**src/rtl/sodor_rand_instr_gen.sv**
```systemverilog
// Seedable LFSR-driven RV32I ALU instruction source (I/R/mixed/NOP) with valid/ready output.
// Define STIM_HAZARD_BIAS_EN to bias rs1 toward the previous accepted rd (RAW hazards).
module sodor_rand_instr_gen #(
  parameter int          NUM_REGS = 32,
  parameter int          CNT_W    = 16,
  parameter logic [31:0] NOP_WORD = 32'h0000_0013
) (
  input  logic             clk,
  input  logic             reset,
  input  logic             start,
  input  logic [31:0]      seed,
  input  logic [1:0]       mode,
  input  logic [CNT_W-1:0] num_instrs,
  output logic [31:0]      out_instr,
  output logic             out_valid,
  input  logic             out_ready,
  output logic [CNT_W-1:0] issued,
  output logic             done
);

  typedef enum logic [1:0] {IDLE, RUN, DONE} state_t;

  localparam logic [4:0]  RMASK = 5'(NUM_REGS - 1);
  localparam logic [31:0] TAPS  = 32'h8020_0003;
`ifdef STIM_HAZARD_BIAS_EN
  localparam bit HZ_EN = 1'b1;
`else
  localparam bit HZ_EN = 1'b0;
`endif

  state_t           state;
  logic [31:0]      lfsr;
  logic [1:0]       mode_q;
  logic [CNT_W-1:0] budget;

  function automatic logic [31:0] lfsr_step(input logic [31:0] r);
    return (r >> 1) ^ (r[0] ? TAPS : 32'h0);
  endfunction

  function automatic logic [31:0] form_word(input logic [31:0] r, input logic [1:0] m,
                                            input logic [4:0] lrd);
    logic [11:0] imm;
    logic [4:0]  rs1, rs2, rd;
    logic [2:0]  f3;
    logic [6:0]  f7;
    logic        use_r;
    imm = r[31:20];
    rs1 = r[19:15] & RMASK;
    f3  = r[14:12];
    rd  = r[11:7] & RMASK;
    rs2 = r[24:20] & RMASK;
    if (HZ_EN && r[5:4] == 2'b00 && lrd != 5'd0) rs1 = lrd;
    // shift-immediates only carry shamt (plus the arithmetic bit for srai)
    if (f3 == 3'd1)      imm = imm & 12'h01F;
    else if (f3 == 3'd5) imm = imm & 12'h41F;
    f7 = (r[30] && (f3 == 3'd0 || f3 == 3'd5)) ? 7'h20 : 7'h00;
    case (m)
      2'd0:    use_r = 1'b0;
      2'd1:    use_r = 1'b1;
      default: use_r = r[0];
    endcase
    if (m == 2'd3) return NOP_WORD;
    if (use_r)     return {f7, rs2, rs1, f3, rd, 7'h33};
    return {imm, rs1, f3, rd, 7'h13};
  endfunction

  logic [31:0] seed_eff, lfsr_nxt;
  logic [4:0]  acc_rd;
  logic        accept;

  assign seed_eff = (seed == 32'h0) ? 32'h1 : seed;
  assign lfsr_nxt = lfsr_step(lfsr);
  // the word being accepted this cycle carries the rd the next word may depend on
  assign acc_rd   = HZ_EN ? out_instr[11:7] : 5'd0;
  assign accept   = out_valid && out_ready;

  always_ff @(posedge clk) begin
    if (reset) begin
      state     <= IDLE;
      lfsr      <= 32'h1;
      mode_q    <= 2'd0;
      budget    <= '0;
      out_instr <= NOP_WORD;
      out_valid <= 1'b0;
      issued    <= '0;
      done      <= 1'b0;
    end else begin
      case (state)
        IDLE, DONE: if (start) begin
          lfsr   <= seed_eff;
          mode_q <= mode;
          budget <= num_instrs;
          issued <= '0;
          if (num_instrs == '0) begin
            state     <= DONE;
            done      <= 1'b1;
            out_valid <= 1'b0;
            out_instr <= NOP_WORD;
          end else begin
            state     <= RUN;
            done      <= 1'b0;
            out_valid <= 1'b1;
            out_instr <= form_word(seed_eff, mode, 5'd0);
          end
        end
        RUN: if (accept) begin
          lfsr   <= lfsr_nxt;
          issued <= issued + CNT_W'(1);
          if (issued + CNT_W'(1) == budget) begin
            state     <= DONE;
            done      <= 1'b1;
            out_valid <= 1'b0;
            out_instr <= NOP_WORD;
          end else begin
            out_instr <= form_word(lfsr_nxt, mode_q, acc_rd);
          end
        end
        default: state <= IDLE;
      endcase
    end
  end

endmodule

```
**config.mk**
```make
export PLATFORM = sky130hd
export DESIGN_NAME = sodor_rand_instr_gen
export DESIGN_NICKNAME = d
export VERILOG_FILES = /design/src/rtl/sodor_rand_instr_gen.sv
export SDC_FILE = /design/constraint.sdc
export NUM_CORES = 1
export LEC_CHECK = 0
export CAP_MARGIN = 40
export CORE_ASPECT_RATIO = 1.2
export CORE_UTILIZATION = 42
export CTS_CLUSTER_DIAMETER = 100
export CTS_CLUSTER_SIZE = 28
export DETAILED_ROUTE_END_ITERATION = 8
export GPL_ROUTABILITY_DRIVEN = 0
export PLACE_DENSITY = 0.68
export SLEW_MARGIN = 40
export SYNTH_ARGS = -nofsm -noshare
export SYNTH_HDL_FRONTEND = slang
export SYNTH_SLANG_ARGS = --single-unit
```
**constraint.sdc**
```tcl
create_clock -name clk -period 7.2 [get_ports clk]
set_clock_uncertainty 0.2 [all_clocks]
set_input_delay 0.72 -clock clk [delete_from_list [all_inputs] [get_ports clk]]
set_output_delay 0.72 -clock clk [all_outputs]
set_load 0.01 [all_outputs]
```
==> qor.txt <==
======================================================================================
Run status                                                                   completed
Hold WC Path Type                                                         flip-flop to flip-flop
Number of different library cells in the post-synthesis netlist                     55
Seq cells post-synth                                                                96
Setup TNS                                                                         0 ns
Remaining number of nets flagged by the antenna check after routing                  0
Layout overhead on the synthesized area                                         27.87%
Core region area                                                            11510 um^2
Nets                                                                               786
Max Clk Rate                                                                 284.8 MHz
Overall track demand over capacity in global routing                            24.01%
Final Core Density                                                              54.89%
Dpl hpwl                                                                       9615 um
Max Transition Viols Final                                                           0
Core Rows                                                                           43
Final worst setup slack                                                       3.689 ns
Hold Worst Slack                                                             0.2705 ns
Met3 Use GR                                                                     3.410%
Average wire length per cell after detail routing                             15.99 um
Total power divided by cell area                                          229.1 nW/um^2
Number of warning messages in the yosys log                                          0
Commonest non-fill, non-tap cell in the layout                                 nand2_1
Total power draw                                                              1.448 mW
Initial cell density of the core                                                42.93%
Seq/Total Area, Yosys                                                           38.89%
Mapped Area                                                                  4942 um^2
Leakage power figure                                                          2.299 nW
Kind of start point of the critical path                                     flip-flop
Vias                                                                              5057
Endpoint type of the worst setup path                                        flip-flop
Most used routing layer                                                           met2
Worst EP required                                                              7.19 ns
Total wire length                                                             14280 um
Number of clock buffers inserted by TritonCTS                                        9
Starting DRC count in detailed routing                                             247
Count of H-tree levels built during CTS                                              3
Placed Instance Area                                                         5962 um^2
Ratio of cells with drive above 1 in the final layout                           4.620%
Number of detailed-routing iterations run before antenna repair                      5
Instance count along the most critical hold path                                     2
Final instance area                                                          6320 um^2
Most frequently used flop master after synthesis                               dfxtp_1
Pin count of the biggest net entering global routing                               117
Cells after Synth                                                                  669
Count of pins on the block boundary                                                104
Final cell count without fillers                                                   893
Clock tree root buffer cell                                                  clkbuf_16
Kind of critical path                                                     flip-flop to flip-flop
DRC viols                                                                            0
Setup repair after global routing missed its margin                                 no
Die Outline Area                                                            12210 um^2
Post-CTS Setup Repair Bufs                                                           0
Count of hold-fix buffers inserted at cts                                            0
Clock tree from TritonCTS                                                          yes
Number of global-route vias before repair                                         4871
Final critical path time including I/O delays and setup                       3.511 ns
Placed cells                                                                       877
Worst-case headroom to the max-slew limit                                       47.76%
Count of max-cap constraint violations                                               0
Register-to-register setup slack                                               3.69 ns
Grt ovf                                                                              0
Timing endpoint of the critical path                                      state[0]$_SDFFE_PP0P_
Critical Path AT                                                               3.50 ns
Met2 Resource Use GR                                                            42.08%
FF-to-FF path depth                                                                  8
Number of antenna violations at the first check in global routing                    0
# clock sinks                                                                       96
I/O Buffers                                                                         97
Final setup fails                                                                    0
DR vias/cell                                                                     5.663
First-pass GRT wire length                                                    23250 um
Clock slew at the register clock pins of the worst setup and hold paths        0.07 ns
Worst setup startpoint                                                    issued[0]$_SDFFE_PP0P_
Clk_lat worst skew                                                             0.34 ns
GR Layer Usage met1                                                             29.84%
Slew of the pin with the lowest slew margin                                  0.7777 ns
Mean instance size in the synthesized netlist                               7.388 um^2
Bufs on Longest Clock Path                                                           2
Number of enable flip-flop cells after synthesis                                     0
Width of the chip                                                             101.0 um
CP Max Fanout                                                                       24
Count of instances resized after the clock tree is built                             0
Highest-count cells in the layout ignoring fill and taps                  153 x nand2_1, 96 x dfxtp_1, 96 x clkdlybuf4s50_1
Endpoint of the lowest-slack register-to-register path                    state[0]$_SDFFE_PP0P_
Final hold violations                                                                0
Final cycle utilization of the critical path                                    48.77%
FF-to-FF Start                                                            issued[0]$_SDFFE_PP0P_
Inserted Diodes                                                                      0
Floorplan die height                                                          120.8 um
Max rail drop VDD                                                          0.0001037 V
Share of synthesized registers carrying an async set or reset                       0%
DP Worst Slack                                                                3.662 ns
======================================================================================
critical path: stages, from the launching register on:
cell       delay (ns)
dfxtp_1          0.51
ha_1             0.46
and3_1           0.34
nand3_1          0.25
xnor2_1          0.20
a221oi_1         0.40
o2111ai_4        0.46
nand2_1          0.40
a311oi_1         0.14
routing by layer:
metal,vias up,part of all wire (%)
met3,19,4.9
met1,2394,44
met5,-,0
li1,2480,-
met4,0,1.7
met2,164,50
logic make-up after synthesis:
family	synth area share, %
buf+inv	5.291
mux	0.2025
flops	38.89
simple gates	30.66
xor+xnor	4.253
compound gates	20.30
other cells	0.1520
fa+ha+maj	0.2531
worst min path at each step:
stage                              end                    start  slack (ns)
5_1_grt         budget[0]$_SDFFE_PP0P_   budget[0]$_SDFFE_PP0P_        0.29
6_report        budget[9]$_SDFFE_PP0P_   budget[9]$_SDFFE_PP0P_        0.27
3_3_place_gp    budget[8]$_SDFFE_PP0P_   budget[8]$_SDFFE_PP0P_        0.26
3_5_place_dp   budget[12]$_SDFFE_PP0P_  budget[12]$_SDFFE_PP0P_        0.27
2_1_floorplan    lfsr[21]$_SDFFE_PP0P_    lfsr[21]$_SDFFE_PP0P_        0.25
4_1_cts         budget[9]$_SDFFE_PP0P_   budget[9]$_SDFFE_PP0P_        0.27
synthesized netlist by cell type, drive strengths merged (5+ instances only):
cell | instances | share of area [%]
a21o | 7 | 1.1
a21oi | 38 | 3.8
a311oi | 37 | 6.6
a31oi | 21 | 2.7
and3 | 5 | 0.63
buf | 11 | 1.4
clkbuf | 45 | 3.4
dfxtp | 96 | 39
inv | 6 | 0.46
nand2 | 155 | 12
nand3 | 18 | 1.8
nand3b | 5 | 0.76
nand4 | 7 | 1.2
nor2 | 92 | 7.0
nor3 | 29 | 3.0
nor4 | 16 | 2.5
o21ai | 12 | 1.2
o2bb2ai | 5 | 0.89
xnor2 | 19 | 3.4
xor2 | 5 | 0.89
report_power, final:
part	total, mW	leakage [nW]	internal [mW]	switching (mW)
Clock	0.562	0.172	0.358	0.204
Sequential	0.609	0.790	0.574	0.0348
Combinational	0.277	1.34	0.121	0.156
Total	1.45	2.30	1.05	0.395
flip-flops by register name (all words and copies together), names as in the netlist:
| register | flops |
|---|---|
| lfsr | 32 |
| budget | 16 |
| out_instr | 26 |
| state | 2 |
| mode_q | 2 |
| done | 1 |
| out_valid | 1 |
| issued | 16 |
cell type report:
type | count | area, um^2
clock inverter | 5 | 102.6
inverter | 6 | 22.52
sequential | 96 | 1922
timing repair buffer | 103 | 1015
tap | 157 | 196.4
multi-input combinational | 515 | 2809
clock buffer | 11 | 252.7
fill | 1158 | 5194
No activity file was read; power rests on OpenSTA's default activity.
